===== config.mk =====
export PLATFORM = sky130hd
export DESIGN_NAME = booth_mult_arbiter
export DESIGN_NICKNAME = d
export VERILOG_FILES = /design/src/rtl/booth_mult_arbiter.sv
export SDC_FILE = /design/constraint.sdc
export NUM_CORES = 1
export LEC_CHECK = 0
export ABC_AREA = 1
export CAP_MARGIN = 20
export CORE_MARGIN = 4
export CORE_UTILIZATION = 42
export CTS_BUF_LIST = sky130_fd_sc_hd__clkbuf_4 sky130_fd_sc_hd__clkbuf_8
export DETAILED_ROUTE_END_ITERATION = 7
export PLACE_DENSITY = 0.77
export SLEW_MARGIN = 20
export SYNTH_ARGS = -nofsm -noshare
export SYNTH_HDL_FRONTEND = slang
export SYNTH_SLANG_ARGS = --single-unit

===== constraint.sdc =====
create_clock -name clk -period 4 [get_ports clk]
set_input_delay 0.6 -clock clk [delete_from_list [all_inputs] [get_ports clk]]
set_output_delay 0.6 -clock clk [all_outputs]
set_load 0.005 [all_outputs]

===== src/rtl/booth_mult_arbiter.sv =====
`default_nettype none
// ============================================================================
// Module   : booth_mult_arbiter
// Purpose  : Round-robin arbiter/sequencer sharing one booth_multiplier between
//            NREQ requesters. Accepts an operand pair from the winning
//            requester, pulses the multiplier start, times the multiply with a
//            fixed-latency counter (the multiplier has no done output), captures
//            the product and returns it tagged with the requester index.
// Ports    : clk, rst          - clock (rising edge), async active-high reset
//            req/req_m/req_q   - per-requester request level and packed operands
//            ack               - one-cycle pulse, operands of requester i taken
//            done              - one-cycle pulse, rsp_result valid for requester i
//            rsp_result/rsp_id - captured product and its owner, held between jobs
//            busy              - high whenever a job is in flight
//            mul_start/mul_m/mul_q/mul_result - booth_multiplier interface
// Revision : 1.0 - initial release
// ============================================================================
module booth_mult_arbiter #(
    parameter int NREQ    = 4,
    parameter int WIDTH   = 5,
    parameter int RES_W   = 2*WIDTH-2,
    parameter int MUL_LAT = 6,
    localparam int ID_W   = $clog2(NREQ)
) (
    input  logic                  clk,
    input  logic                  rst,
    input  logic [NREQ-1:0]       req,
    input  logic [NREQ*WIDTH-1:0] req_m,
    input  logic [NREQ*WIDTH-1:0] req_q,
    output logic [NREQ-1:0]       ack,
    output logic [NREQ-1:0]       done,
    output logic [RES_W-1:0]      rsp_result,
    output logic [ID_W-1:0]       rsp_id,
    output logic                  busy,
    output logic                  mul_start,
    output logic [WIDTH-1:0]      mul_m,
    output logic [WIDTH-1:0]      mul_q,
    input  logic [RES_W-1:0]      mul_result
);

    localparam int CNT_W = $clog2(MUL_LAT + 1);
    localparam logic [CNT_W-1:0] c_cnt_load = CNT_W'(MUL_LAT);
    localparam logic [CNT_W-1:0] c_cnt_one  = CNT_W'(1);
    localparam logic [ID_W-1:0]  c_id_last  = ID_W'(NREQ - 1);

    typedef enum logic [1:0] {
        S_IDLE = 2'd0,
        S_RUN  = 2'd1,
        S_CAP  = 2'd2
    } state_t;

    state_t           r_state;
    logic [ID_W-1:0]  r_rr_ptr;
    logic [ID_W-1:0]  r_id;
    logic [CNT_W-1:0] r_cnt;

    logic             w_any;
    logic [ID_W-1:0]  w_win;
    logic [WIDTH-1:0] w_m;
    logic [WIDTH-1:0] w_q;

    // Winner search: scan offsets from the highest down so that the lowest
    // offset from rr_ptr (i.e. the first set bit going upward, wrapping) wins.
    always_comb begin
        w_any = |req;
        w_win = '0;
        for (int k = NREQ - 1; k >= 0; k--) begin
            int idx;
            idx = int'(r_rr_ptr) + k;
            if (idx >= NREQ) begin
                idx = idx - NREQ;
            end
            if (req[idx]) begin
                w_win = ID_W'(idx);
            end
        end
        w_m = req_m[int'(w_win)*WIDTH +: WIDTH];
        w_q = req_q[int'(w_win)*WIDTH +: WIDTH];
    end

    always_ff @(posedge clk or posedge rst) begin
        if (rst) begin
            r_state    <= S_IDLE;
            r_rr_ptr   <= '0;
            r_id       <= '0;
            r_cnt      <= '0;
            ack        <= '0;
            done       <= '0;
            rsp_result <= '0;
            rsp_id     <= '0;
            busy       <= 1'b0;
            mul_start  <= 1'b0;
            mul_m      <= '0;
            mul_q      <= '0;
        end else begin
            // Pulse outputs default low; each state raises them for one cycle.
            ack       <= '0;
            done      <= '0;
            mul_start <= 1'b0;
            case (r_state)
                S_IDLE: begin
                    if (w_any) begin
                        mul_m       <= w_m;
                        mul_q       <= w_q;
                        ack[w_win]  <= 1'b1;
                        mul_start   <= 1'b1;
                        r_id        <= w_win;
                        r_cnt       <= c_cnt_load;
                        busy        <= 1'b1;
                        r_state     <= S_RUN;
                    end
                end
                S_RUN: begin
                    // Counter covers the multiplier latency measured from the
                    // edge where it samples start (one edge after acceptance).
                    r_cnt <= r_cnt - c_cnt_one;
                    if (r_cnt == c_cnt_one) begin
                        r_state <= S_CAP;
                    end
                end
                S_CAP: begin
                    rsp_result <= mul_result;
                    rsp_id     <= r_id;
                    done[r_id] <= 1'b1;
                    r_rr_ptr   <= (r_id == c_id_last) ? '0 : r_id + ID_W'(1);
                    busy       <= 1'b0;
                    r_state    <= S_IDLE;
                end
                default: begin
                    r_state <= S_IDLE;
                end
            endcase
        end
    end

endmodule
`default_nettype wire


=== After elaboration in Yosys (flattened, before gate mapping) ===
Index checks and enable logic that the tools add are counted.

* Input port bits: 54
* Memories: 0
* Latch bits: 0
* Flip-flop bits (word level): 39
* Output and inout port bits: 30
* Memory bits (read-only): 0
* Bits in writable memories: 0

* Divide/modulo/power cells: 0
* Multiply operators: 1
* $add $sub $neg: 9
* Bitwise operators: 0
* Muxes and demuxes: 37
* Order comparisons: 12
* Reductions and logical operators: 10
* Shift operators: 2
* Equality and inequality tests: 6

{| class="wikitable"
|+ Operator list
! kind !! number
|-
| $lt 32x4->1 const B || 4
|-
| $mux 32 || 4
|-
| $shiftx 20x32->5 || 1
|-
| $shiftx 20x6->5 || 1
|-
| $mux 2 || 7
|-
| $mux 1 || 13
|-
| $mux 4 || 3
|-
| $sub 3x3->4 const B || 3
|-
| $ge 3x3->1 const B || 3
|-
| $bmux 1 s2 || 4
|-
| $reduce_and 2->1 || 4
|-
| $add 2x2->3 const B || 2
|-
| $lt 2x3->1 const B || 2
|-
| $pmux 3 s2 || 1
|-
| $mul 2x3->5 const B || 1
|-
| $demux 1 s2 || 2
|-
| $eq 2x2->1 const B || 2
|-
| $ge 2x1->1 const B || 2
|-
| $ne 2x2->1 const B || 2
|-
| $pmux 2 s2 || 1
|-
| $reduce_bool 2->1 || 2
|-
| $reduce_or 4->1 || 1
|-
| $sub 2x3->4 const B || 1
|-
| $add 2x1->3 const B || 1
|-
| 9 further kinds || 10
|}

=== Depth between registers and ports, before layout ===
Gate-level depths: netlist of the first run.

* Word-level depth: 16
* Gate-level depth with buffers: 15
* Depth with buffers taken out: 13

=== Worst setup path before layout of the first run ===
Ideal clock, no wire load.

* Kind: input to register
* From: input port req[3]
* To: register mul_m[0]
* Path slack: 2.362 ns
* Library setup time: 0.065 ns
* Stages on the path: 9
* Arrival time: 1.573 ns
* Buffers on the path: 1
* Path through: inv_1 -> a31oi_1 -> nand2_1 -> a21oi_4 -> buf_4 -> nand3_1 -> nand2_1 -> inv_1 -> nand2_1

* Cells in the longest elaborated chain, start to end: 9
* Elaborated cells on any way between the ends: 20

{| class="wikitable"
|+ Ends and longest elaborated chain
! element !! line !! RTL
|-
| start: declaration || 27 || <nowiki>input logic [NREQ-1:0] req,</nowiki>
|-
| $bmux 1 s2 || 73 || <nowiki>if (req[idx]) begin</nowiki>
|-
| $mux 1 (implied by the code) (2 in series) || 73 ||
|-
| $mux 2 (4 in series) || 73 ||
|-
| $mul 2x3->5 || 77 || <nowiki>w_m = req_m[int'(w_win)*WIDTH +: WIDTH];</nowiki>
|-
| $shiftx 20x32->5 || 77 ||
|-
| end signal: assignment || 103 || <nowiki>mul_m <= w_m;</nowiki>
|-
| end: declaration || 36 || <nowiki>output logic [WIDTH-1:0] mul_m,</nowiki>
|}

Parallel ways exist; a longest one is shown, timed or not. The select of a mux whose other input is x is not followed.
A chain may end at the register's enable or synchronous reset.

=== Final worst setup path of the first run ===
* From: input port req[3]
* To: register mul_m[1]

The elaborated chain is that of the path after synthesis.

==> impl_summary.txt, run 1 <==
----------------------------------------------------
[Outcome]
  Run status ... finished clean

[Setup path]
  Crit end category ... register
  Kind of cell with the highest combined delay on the critical path ... simple AND/OR/NAND/NOR gates
  CP startpoint kind ... input port
  WS Path Type ... in2reg
  CP max FO ... 24
  Crit path buffers/inverters ... 3
  Worst reg2reg startpoint ... r_rr_ptr[0]
  Crit path launch ... req[3]
  Worst-case register-to-register setup slack ... 1.81 ns
  Required time of the critical path ... 4.18 ns
  Arrival time at the worst endpoint ... 2.59 ns
  Worst stage delay on the critical path ... 0.47 ns
  Critical path cell sequence ... clkdlybuf4s50_1, inv_1, o21ai_1, nand2_1, nand3_2, nand3_2, nand2_4, nand2_1, nand3_1, nand2_1, inv_1, nand2_1
  Library cell appearing most often on the critical path ... sky130_fd_sc_hd__nand2_1
  Max stage delay cell, worst path ... sky130_fd_sc_hd__clkdlybuf4s50_1

[Global route]
  Total global-route track usage ... 0.1705
  Leftover overflow at the end of global routing ... 0
  Antenna violations before repair ... 0
  First-pass GRT wire length ... 8832 um
  Largest net degree at the start of global routing ... 40
  Via count of the first global-routing pass ... 2117

[Route]
  Number of search-and-repair iterations in the first detailed-routing pass ... 4
  Vias after detailed routing ... 2108
  Remaining number of nets flagged by the antenna check after routing ... 0
  Number of remaining DRC errors ... 0
  Initial DRC count ... 73
  Detailed-route wire length ... 5326 um
  Average routed wire per standard cell ... 11.53 um
  Mean number of vias per cell ... 4.563

[CTS]
  Post_cts resized ... 0
  CTS Root Cell ... sky130_fd_sc_hd__clkbuf_8
  CTS H-Tree Depth ... 2
  Sink count of the clock tree ... 39
  CTS buffer count ... 5
  Max clock buf depth ... 2
  CTS tree ... yes
  Count of hold buffers inserted by post-cts repair ... 0
  Setup fix buffers added after clock tree synthesis ... 0
  Clk_lat worst skew ... 0.29 ns
  Clock input transition at the sequential cells of the worst setup and hold paths ... 0.07 ns

[Place]
  Final weighted congestion in routability-driven placement ... 0.8074
  Number of input and output port buffers inserted ... 83
  Post-DP HPWL ... 4005 um

[Cells and area]
  Multi-input combinational cell area ... 949.7 sq um
  Layout fillers ... 474
  Final nets ... 451
  Number of diodes ... 0
  Fraction of final layout cells with drive strength greater than 1 ... 0.05612
  Most frequent standard cell in the layout excluding fill and tap cells ... sky130_fd_sc_hd__nand2_1
  Register area ... 975.9 sq um
  Layout area overhead ... 43.64%
  Finished Core Util ... 0.6257
  Leading cell types in the layout, fill and taps excluded ... sky130_fd_sc_hd__nand2_1, sky130_fd_sc_hd__clkdlybuf4s50_1, sky130_fd_sc_hd__inv_1, sky130_fd_sc_hd__nand3_1, sky130_fd_sc_hd__dfrtp_1

[Floorplanning]
  Area of the die ... 6525 sq um
  I/O Pins ... 84
  Core ar. ... 5107 sq um
  Standard-cell row count ... 26
  Height of the die ... 80.78 um
  DIE WIDTH ... 80.78 um
  Starting density of the core ... 0.4356

[STA]
  Worst clock skew ... 0.009071 ns
  Final Cycle Share ... 0.6038
  Final hold viol count ... 0
  Worst Tran Pin Value ... 0.6653 ns
  Time the final worst path needs with I/O delays and setup ... 2.415 ns
  Total negative setup slack ... 0 ns
  Final setup fails ... 0
  Achievable frequency ... 0.4140 GHz
  Unrepaired setup endpoints after global routing ... no
  Worst relative slew slack ... 0.5554
  Slew Limit Fails ... 0

[Logic synthesis]
  Number of register bits inferred by synthesis ... 39
  Mean area per synthesized cell ... 7.153 sq um
  Post-synthesis cell type count ... 24
  Synthesized Nets ... 371
  Syn Inst Count ... 311
  Leading area contributor after synthesis ... sky130_fd_sc_hd__dfrtp_1
  Main area contributors after synthesis ... sky130_fd_sc_hd__dfrtp_1, sky130_fd_sc_hd__nand2_1, sky130_fd_sc_hd__nand3_1
  Proportion of synthesized chip area in sequential cells ... 0.4387
  Synth warnings ... 0
  Syn Std Cell Area ... 2225 sq um
  Post-synth top area share ... 0.4387

[Worst hold path]
  Launch instance of the worst min-delay path ... rsp_result[0]
  Worst min path class ... reg2reg

[Run]
  Max Cap Viol ... 0

[Power and ir drop]
  Worst vdd rail ir drop ... 0.0003071 V
  Power density over cell area ... 701.4 nW/um^2
  Static leakage power ... 1.684 nW

----------------------------------------------------
-- where the power goes --
part / leakage (nW) / internal [mW] / switching (mW) / total [mW]
Clock: 0.0612 / 0.202 / 0.132 / 0.334
Combinational: 1.15 / 0.525 / 0.718 / 1.24
Sequential: 0.476 / 0.556 / 0.108 / 0.664
Total: 1.68 / 1.28 / 0.959 / 2.24
-- worst min-delay path, cell delays in order, from the launching register on --
cell and delay [ns]:
sky130_fd_sc_hd__dfrtp_1 0.34, sky130_fd_sc_hd__nand2_1 0.05, sky130_fd_sc_hd__nand2_1 0.05
-- area by class of cell --
type	count	area share
Timing Repair Buffer	85	0.2647
Multi-Input combinational cell	203	0.2972
Clock inverter	2	0.01096
Tap cell	70	0.02741
Clock buffer	6	0.02584
Inverter	57	0.06852
Sequential cell	39	0.3054
-- routing by layer --
layer  track usage  wire, um
met1        0.1884      2293
met2        0.3055      2460
met3       0.05876       502
met4       0.05743        70
met5             0         0
-- cell usage after synthesis (all sizes together) --
library cell,count
o21ai,7
nor3,2
dfrtp,39
a31oi,2
xnor2,1
inv,56
a22oi,2
buf,9
ha,6
nor2,14
nand3,46
clkbuf,3
a21oi,2
nand2,121
clkinv,1
-- sequential cells by signal, summed over array words and instances, names as in the netlist --
name and flops:
rsp_result 8, mul_m 5, mul_q 5, ack 4, done 4, r_cnt 3
r_id 2, r_rr_ptr 2, r_state 2, rsp_id 2, busy 1, mul_start 1
-- per-stage QoR --
stage	power [mW]	instances	area, sq um	hold slack [ns]	worst slack, ns
final	2.241	462	3196	0.4718	1.585
after global routing	2.450	462	3196	0.5011	1.359
after CTS	2.269	462	3196	0.4753	1.564
after detailed placement	1.921	454	3078	0.4578	1.281
after global placement	1.905	454	3078	0.4544	1.323
after floorplan	1.531	311	2225	0.4654	2.362
-- path summary, 6_finish.rpt --
kind,to,cells after the start
min in group asynchronous,mul_start,3
max,mul_m[1],12
min reg2reg,rsp_result[0],2
max in group asynchronous,mul_m[0],3
min,rsp_result[0],2
max reg2reg,mul_m[1],12
-- cells by family (layout without fill, tap and decap cells) --
family                     after synthesis  after routing  synth area share
and+or+nand+nor                        183            183            0.3515
buffers and inverters                   69            150            0.1344
DFF                                     39             39            0.4387
AOI/OAI and AO/OA                       13             13           0.03768
adders and majority gates                6              6           0.03374
xor gates and xnor gates                 1              1          0.003938
No activity file was read; power rests on OpenSTA's default activity.
==> inputs of run 2 (changes only) <==
- CORE_UTILIZATION: 42 -> 41
- PLACE_DENSITY: 0.77 -> 0.78
- clock period: 4 -> 2.1 ns (I/O delays scaled with it)
==> run 2 against run 1 <==
Sequential power grew 91%. Via count grew 2.1%. Cell area grew 1.3%. Hold slack worse by 0.048 ns. Utilization about the same. Clock skew grew 0.00054 ns. Critical endpoint is now mul_q[3]. Largest cell class unchanged.
==> impl_summary.txt, run 2 (synthesis results as in run 1) <==
----------------------------------------------------
[Route]
  Detailed-route wire length ... 5511 um
  Number of remaining DRC errors ... 0
  Vias after detailed routing ... 2153
  Initial DRC count ... 77
  Mean number of vias per cell ... 4.620
  Average routed wire per standard cell ... 11.83 um
  Remaining number of nets flagged by the antenna check after routing ... 0
  Number of search-and-repair iterations in the first detailed-routing pass ... 4

[Cells and area]
  Finished Core Util ... 0.6260
  Number of diodes ... 0
  Top register by number of flip-flops ... rsp_result
  Layout area overhead ... 45.56%
  Most frequent standard cell in the layout excluding fill and tap cells ... sky130_fd_sc_hd__nand2_1
  Largest registers ... rsp_result x8, mul_m x5, mul_q x5
  Final nets ... 455
  Layout Cell Area excl Fill ... 3238 sq um
  Fraction of final layout cells with drive strength greater than 1 ... 0.06566
  Leading cell types in the layout, fill and taps excluded ... sky130_fd_sc_hd__nand2_1, sky130_fd_sc_hd__clkdlybuf4s50_1, sky130_fd_sc_hd__inv_1, sky130_fd_sc_hd__nand3_1, sky130_fd_sc_hd__dfrtp_1
  Flip-flop count of the largest register, all copies and words added ... 8

[CTS]
  CTS Root Cell ... sky130_fd_sc_hd__clkbuf_8
  CTS H-Tree Depth ... 2
  CTS buffer count ... 5
  Clock input transition at the sequential cells of the worst setup and hold paths ... 0.08 ns
  Count of hold buffers inserted by post-cts repair ... 0
  Clk_lat worst skew ... 0.29 ns
  CTS tree ... yes
  Sink count of the clock tree ... 39
  Max clock buf depth ... 2
  Post_cts resized ... 0
  Setup fix buffers added after clock tree synthesis ... 0

[Setup path]
  Max stage delay cell, worst path ... sky130_fd_sc_hd__dfrtp_1
  Worst-case register-to-register setup slack ... 0.28 ns
  CP max FO ... 20
  Arrival time at the worst endpoint ... 2.01 ns
  Library cell appearing most often on the critical path ... sky130_fd_sc_hd__nand2_1
  WS Path Type ... reg2reg
  Worst stage delay on the critical path ... 0.55 ns
  Crit end category ... register
  CP startpoint kind ... register
  Required time of the critical path ... 2.29 ns
  Critical path cell sequence ... nand2_1, nand3_1, nand2_1, nand3_2, nand2_1, nand2_2, buf_4, nand3_1, nand3_1, nand2_1, inv_1, nand2_1

[STA]
  Worst relative slew slack ... 0.6782
  Worst Hold Slack ... 0.4234 ns
  Final hold viol count ... 0
  Final setup fails ... 0
  Unrepaired setup endpoints after global routing ... no
  Worst Tran Pin Value ... 0.4827 ns
  Final Cycle Share ... 0.8677
  Slew Limit Fails ... 0
  Total negative setup slack ... 0 ns
  Achievable frequency ... 0.5488 GHz
  Worst clock skew ... 0.009609 ns
  Time the final worst path needs with I/O delays and setup ... 1.822 ns

[Global route]
  Met1 GRT Util ... 0.2051
  Largest net degree at the start of global routing ... 40
  GR Util met3 ... 0.08882
  Antenna violations before repair ... 0
  First-pass GRT wire length ... 9142 um
  Leftover overflow at the end of global routing ... 0
  Total global-route track usage ... 0.1800
  Top Usage Layer GRT ... met2
  Via count of the first global-routing pass ... 2049
  Met2 Track Usage GR ... 0.2956

[Floorplanning]
  DIE WIDTH ... 81.66 um
  Height of the die ... 81.66 um
  Standard-cell row count ... 26
  Core ar. ... 5172 sq um
  Starting density of the core ... 0.4301
  I/O Pins ... 84
  Area of the die ... 6668 sq um

[Place]
  Post-DP HPWL ... 4233 um
  Area after detailed placement ... 3120 sq um
  Final weighted congestion in routability-driven placement ... 0.8368
  Number of input and output port buffers inserted ... 83

[Worst hold path]
  Worst min path class ... in2async

[Power and ir drop]
  Worst vdd rail ir drop ... 0.0006124 V
  Power density over cell area ... 1362 nW/um^2
  Final Power ... 4.409 mW
  Static leakage power ... 1.707 nW

[Outcome]
  Run status ... finished clean

[Run]
  Max Cap Viol ... 0

----------------------------------------------------
-- run 2: per-stage QoR --
| stage | setup WS [ns] | cells |
|---|---|---|
| 2_1_floorplan | 0.6078 | 311 |
| 3_3_place_gp | 0.04204 | 458 |
| 3_5_place_dp | 0.01949 | 458 |
| 4_1_cts | 0.2878 | 466 |
| 5_1_grt | 0.07679 | 466 |
| 6_report | 0.2778 | 466 |
-- run 2: worst paths after layout --
kind | from | end | depth (start not counted)
max | r_rr_ptr[0] | mul_q[3] | 12
min | rst | mul_q[3] | 3
max reg2reg | r_rr_ptr[0] | mul_q[3] | 12
min reg2reg | rsp_result[0] | rsp_result[0] | 2
max in group asynchronous | rst | mul_m[0] | 3
min in group clk | rsp_result[0] | rsp_result[0] | 2
-- run 2: report_power, final --
| part | internal [mW] | leakage (nW) | switching, mW |
|---|---|---|---|
| clock | 0.384 | 0.0612 | 0.251 |
| combinational | 1.09 | 1.17 | 1.41 |
| sequential | 1.06 | 0.476 | 0.208 |
| total | 2.54 | 1.71 | 1.87 |
-- run 2: metal layers --
metal | share of wire | vias up
met4 | 0.012 | 0
li1 | - | 1101
met3 | 0.13 | 6
met2 | 0.46 | 95
met1 | 0.41 | 951
met5 | 0 | -
-- run 2: worst max-delay path, delay by kind of cell, from the launching register on --
family                 cells  cell delay [ns]
AND/OR/NAND/NOR           10             0.87
flip-flops                 1             0.55
buffers and inverters      2             0.28
-- run 2: area by class of cell --
class / count / area (sq um)
Fill cell: 463 / 1934
Sequential cell: 39 / 975.9
Multi-Input combinational cell: 203 / 949.7
Timing Repair Buffer: 89 / 888.4
Inverter: 57 / 219.0
Tap cell: 70 / 87.58
Clock buffer: 6 / 82.58
Clock inverter: 2 / 35.03
==> inputs of run 3 (changes only) <==
- CORE_UTILIZATION: 41 -> 40
- CTS_BUF_LIST: sky130_fd_sc_hd__clkbuf_4 sky130_fd_sc_hd__clkbuf_8 -> unset
- PLACE_DENSITY: 0.78 -> 0.77
==> run 3 against run 2 <==
Clock skew about the same. Register-to-register slack lost 0.02 ns. Sequential share of layout area decreased by 0.093 points. Setup slack got worse by 0.025 ns. Critical path depth is the same. Clock power decreased by 0.6%. Sequential power about the same. Highest routed layer unchanged. Cell area is 0.31% higher. Largest cell class unchanged. First-iteration DRC count is 23% higher. Global-route usage decreased by 0.76 points. Hold slack improved by 0.0039 ns. Wire length shrank 3.3%.
==> impl_summary.txt, run 3 (synthesis results as in run 1) <==
----------------------------------------------------
[Outcome]
  Run status ... finished clean

[Global route]
  First-pass GRT wire length ... 9211 um
  Met1 GRT Util ... 0.1999
  Total global-route track usage ... 0.1724
  Leftover overflow at the end of global routing ... 0
  Top Usage Layer GRT ... met2
  GR Util met3 ... 0.05531
  Antenna violations before repair ... 0
  Largest net degree at the start of global routing ... 40
  Met2 Track Usage GR ... 0.2965
  Via count of the first global-routing pass ... 2195

[Route]
  Number of remaining DRC errors ... 0
  Average routed wire per standard cell ... 11.39 um
  Detailed-route wire length ... 5329 um
  Remaining number of nets flagged by the antenna check after routing ... 0
  Vias after detailed routing ... 2156
  Initial DRC count ... 95
  Number of search-and-repair iterations in the first detailed-routing pass ... 4
  Mean number of vias per cell ... 4.607

[STA]
  Final hold viol count ... 0
  Final Cycle Share ... 0.8795
  Slew Limit Fails ... 0
  Worst Tran Pin Value ... 0.4877 ns
  Final setup fails ... 0
  Achievable frequency ... 0.5414 GHz
  Worst clock skew ... 0.009757 ns
  Worst Hold Slack ... 0.4273 ns
  Total negative setup slack ... 0 ns
  Worst relative slew slack ... 0.6749
  Time the final worst path needs with I/O delays and setup ... 1.847 ns
  Unrepaired setup endpoints after global routing ... no

[Setup path]
  Required time of the critical path ... 2.29 ns
  FF-to-FF path depth ... 12
  Crit path buffers/inverters ... 3
  Critical register-to-register path endpoint ... mul_m[1]
  Max stage delay cell, worst path ... sky130_fd_sc_hd__dfrtp_1
  Crit path launch ... r_rr_ptr[0]
  Library cell appearing most often on the critical path ... sky130_fd_sc_hd__nand2_1
  CP startpoint kind ... register
  Worst stage delay on the critical path ... 0.51 ns
  Critical path capture point ... mul_m[1]
  Crit end category ... register
  Worst reg2reg startpoint ... r_rr_ptr[0]
  Worst-case register-to-register setup slack ... 0.25 ns
  CP max FO ... 10
  Number of gates on the worst path with buffers counted ... 12
  Arrival time at the worst endpoint ... 2.04 ns
  Kind of cell with the highest combined delay on the critical path ... simple AND/OR/NAND/NOR gates
  WS Path Type ... reg2reg
  Critical path cell sequence ... inv_6, nand2_1, nand2_2, nand2_2, nand2_1, inv_1, nand2_1, nand2_2, nand2_1, clkinv_1, nand3_1, nand2_1

[CTS]
  Post_cts resized ... 0
  Clk_lat worst skew ... 0.29 ns
  Sink count of the clock tree ... 39
  CTS tree ... yes
  Max clock buf depth ... 2
  CTS Root Cell ... sky130_fd_sc_hd__clkbuf_8
  Clock input transition at the sequential cells of the worst setup and hold paths ... 0.08 ns
  CTS H-Tree Depth ... 2
  CTS buffer count ... 5
  Setup fix buffers added after clock tree synthesis ... 0
  Count of hold buffers inserted by post-cts repair ... 0

[Cells and area]
  Flip-flop count of the largest register, all copies and words added ... 8
  Leading cell types in the layout, fill and taps excluded ... sky130_fd_sc_hd__nand2_1, sky130_fd_sc_hd__clkdlybuf4s50_1, sky130_fd_sc_hd__inv_1, sky130_fd_sc_hd__nand3_1, sky130_fd_sc_hd__dfrtp_1
  Top register by number of flip-flops ... rsp_result
  Final nets ... 457
  Fraction of final layout cells with drive strength greater than 1 ... 0.07035
  Most frequent standard cell in the layout excluding fill and tap cells ... sky130_fd_sc_hd__nand2_1
  Layout area overhead ... 46.01%
  Finished Core Util ... 0.6202
  Layout fillers ... 488
  Number of diodes ... 0
  Non-filler instance count after layout ... 468
  Largest registers ... rsp_result x8, mul_m x5, mul_q x5

[Floorplanning]
  Starting density of the core ... 0.4247
  Height of the die ... 82.58 um
  DIE WIDTH ... 82.58 um
  Standard-cell row count ... 26
  I/O Pins ... 84
  Core ar. ... 5238 sq um
  Area of the die ... 6819 sq um

[Place]
  Post-DP HPWL ... 4162 um
  Total instance count after detailed placement ... 460
  Number of input and output port buffers inserted ... 83
  Final weighted congestion in routability-driven placement ... 0.8358

[Power and ir drop]
  Final Power ... 4.381 mW
  Worst vdd rail ir drop ... 0.0008793 V
  Static leakage power ... 1.714 nW
  Power density over cell area ... 1349 nW/um^2

[Worst hold path]
  Worst min path class ... in2async

[Run]
  Max Cap Viol ... 0

----------------------------------------------------
run 3: layer usage:
layer  wire length, um  up-vias  part of all wire
li1                  -     1107                 -
met1              2297      962              0.43
met2              2503       76              0.47
met3               448       11             0.084
met4                80        0             0.015
met5                 0        -                 0
run 3: worst min path at each step:
stage	to	slack, ns
global placement	rsp_result[4]	0.45
detailed placement	rsp_result[0]	0.46
CTS	mul_start	0.45
floorplan	rsp_result[0]	0.43
global route	mul_start	0.49
finish	mul_start	0.43
run 3: tightest hold or removal path, cell delays in order:
cell	delay [ns]
sky130_fd_sc_hd__clkdlybuf4s50_1	0.40
sky130_fd_sc_hd__inv_1	0.05
sky130_fd_sc_hd__buf_4	0.41
run 3: final cells by class:
type	instances	area, sq um	share of cell area
Clock inverter	3	43.79	0.01348
Sequential cell	39	975.9	0.3005
Tap cell	70	87.58	0.02696
Multi-Input combinational cell	203	949.7	0.2924
Timing Repair Buffer	91	903.4	0.2781
Clock buffer	5	68.82	0.02119
Inverter	57	219.0	0.06741
run 3: per-stage QoR:
stage,instance area (sq um),setup WS [ns]
after floorplan,2225,0.6078
after global placement,3136,0.05472
after detailed placement,3136,-0.02224
after CTS,3248,0.2485
after global routing,3248,0.04147
final,3248,0.2531
run 3: power by group:
part,internal (mW),total (mW),switching [mW]
Combinational,1.10,2.49,1.39
Clock,0.354,0.631,0.278
Sequential,1.06,1.26,0.202
Total,2.52,4.38,1.87
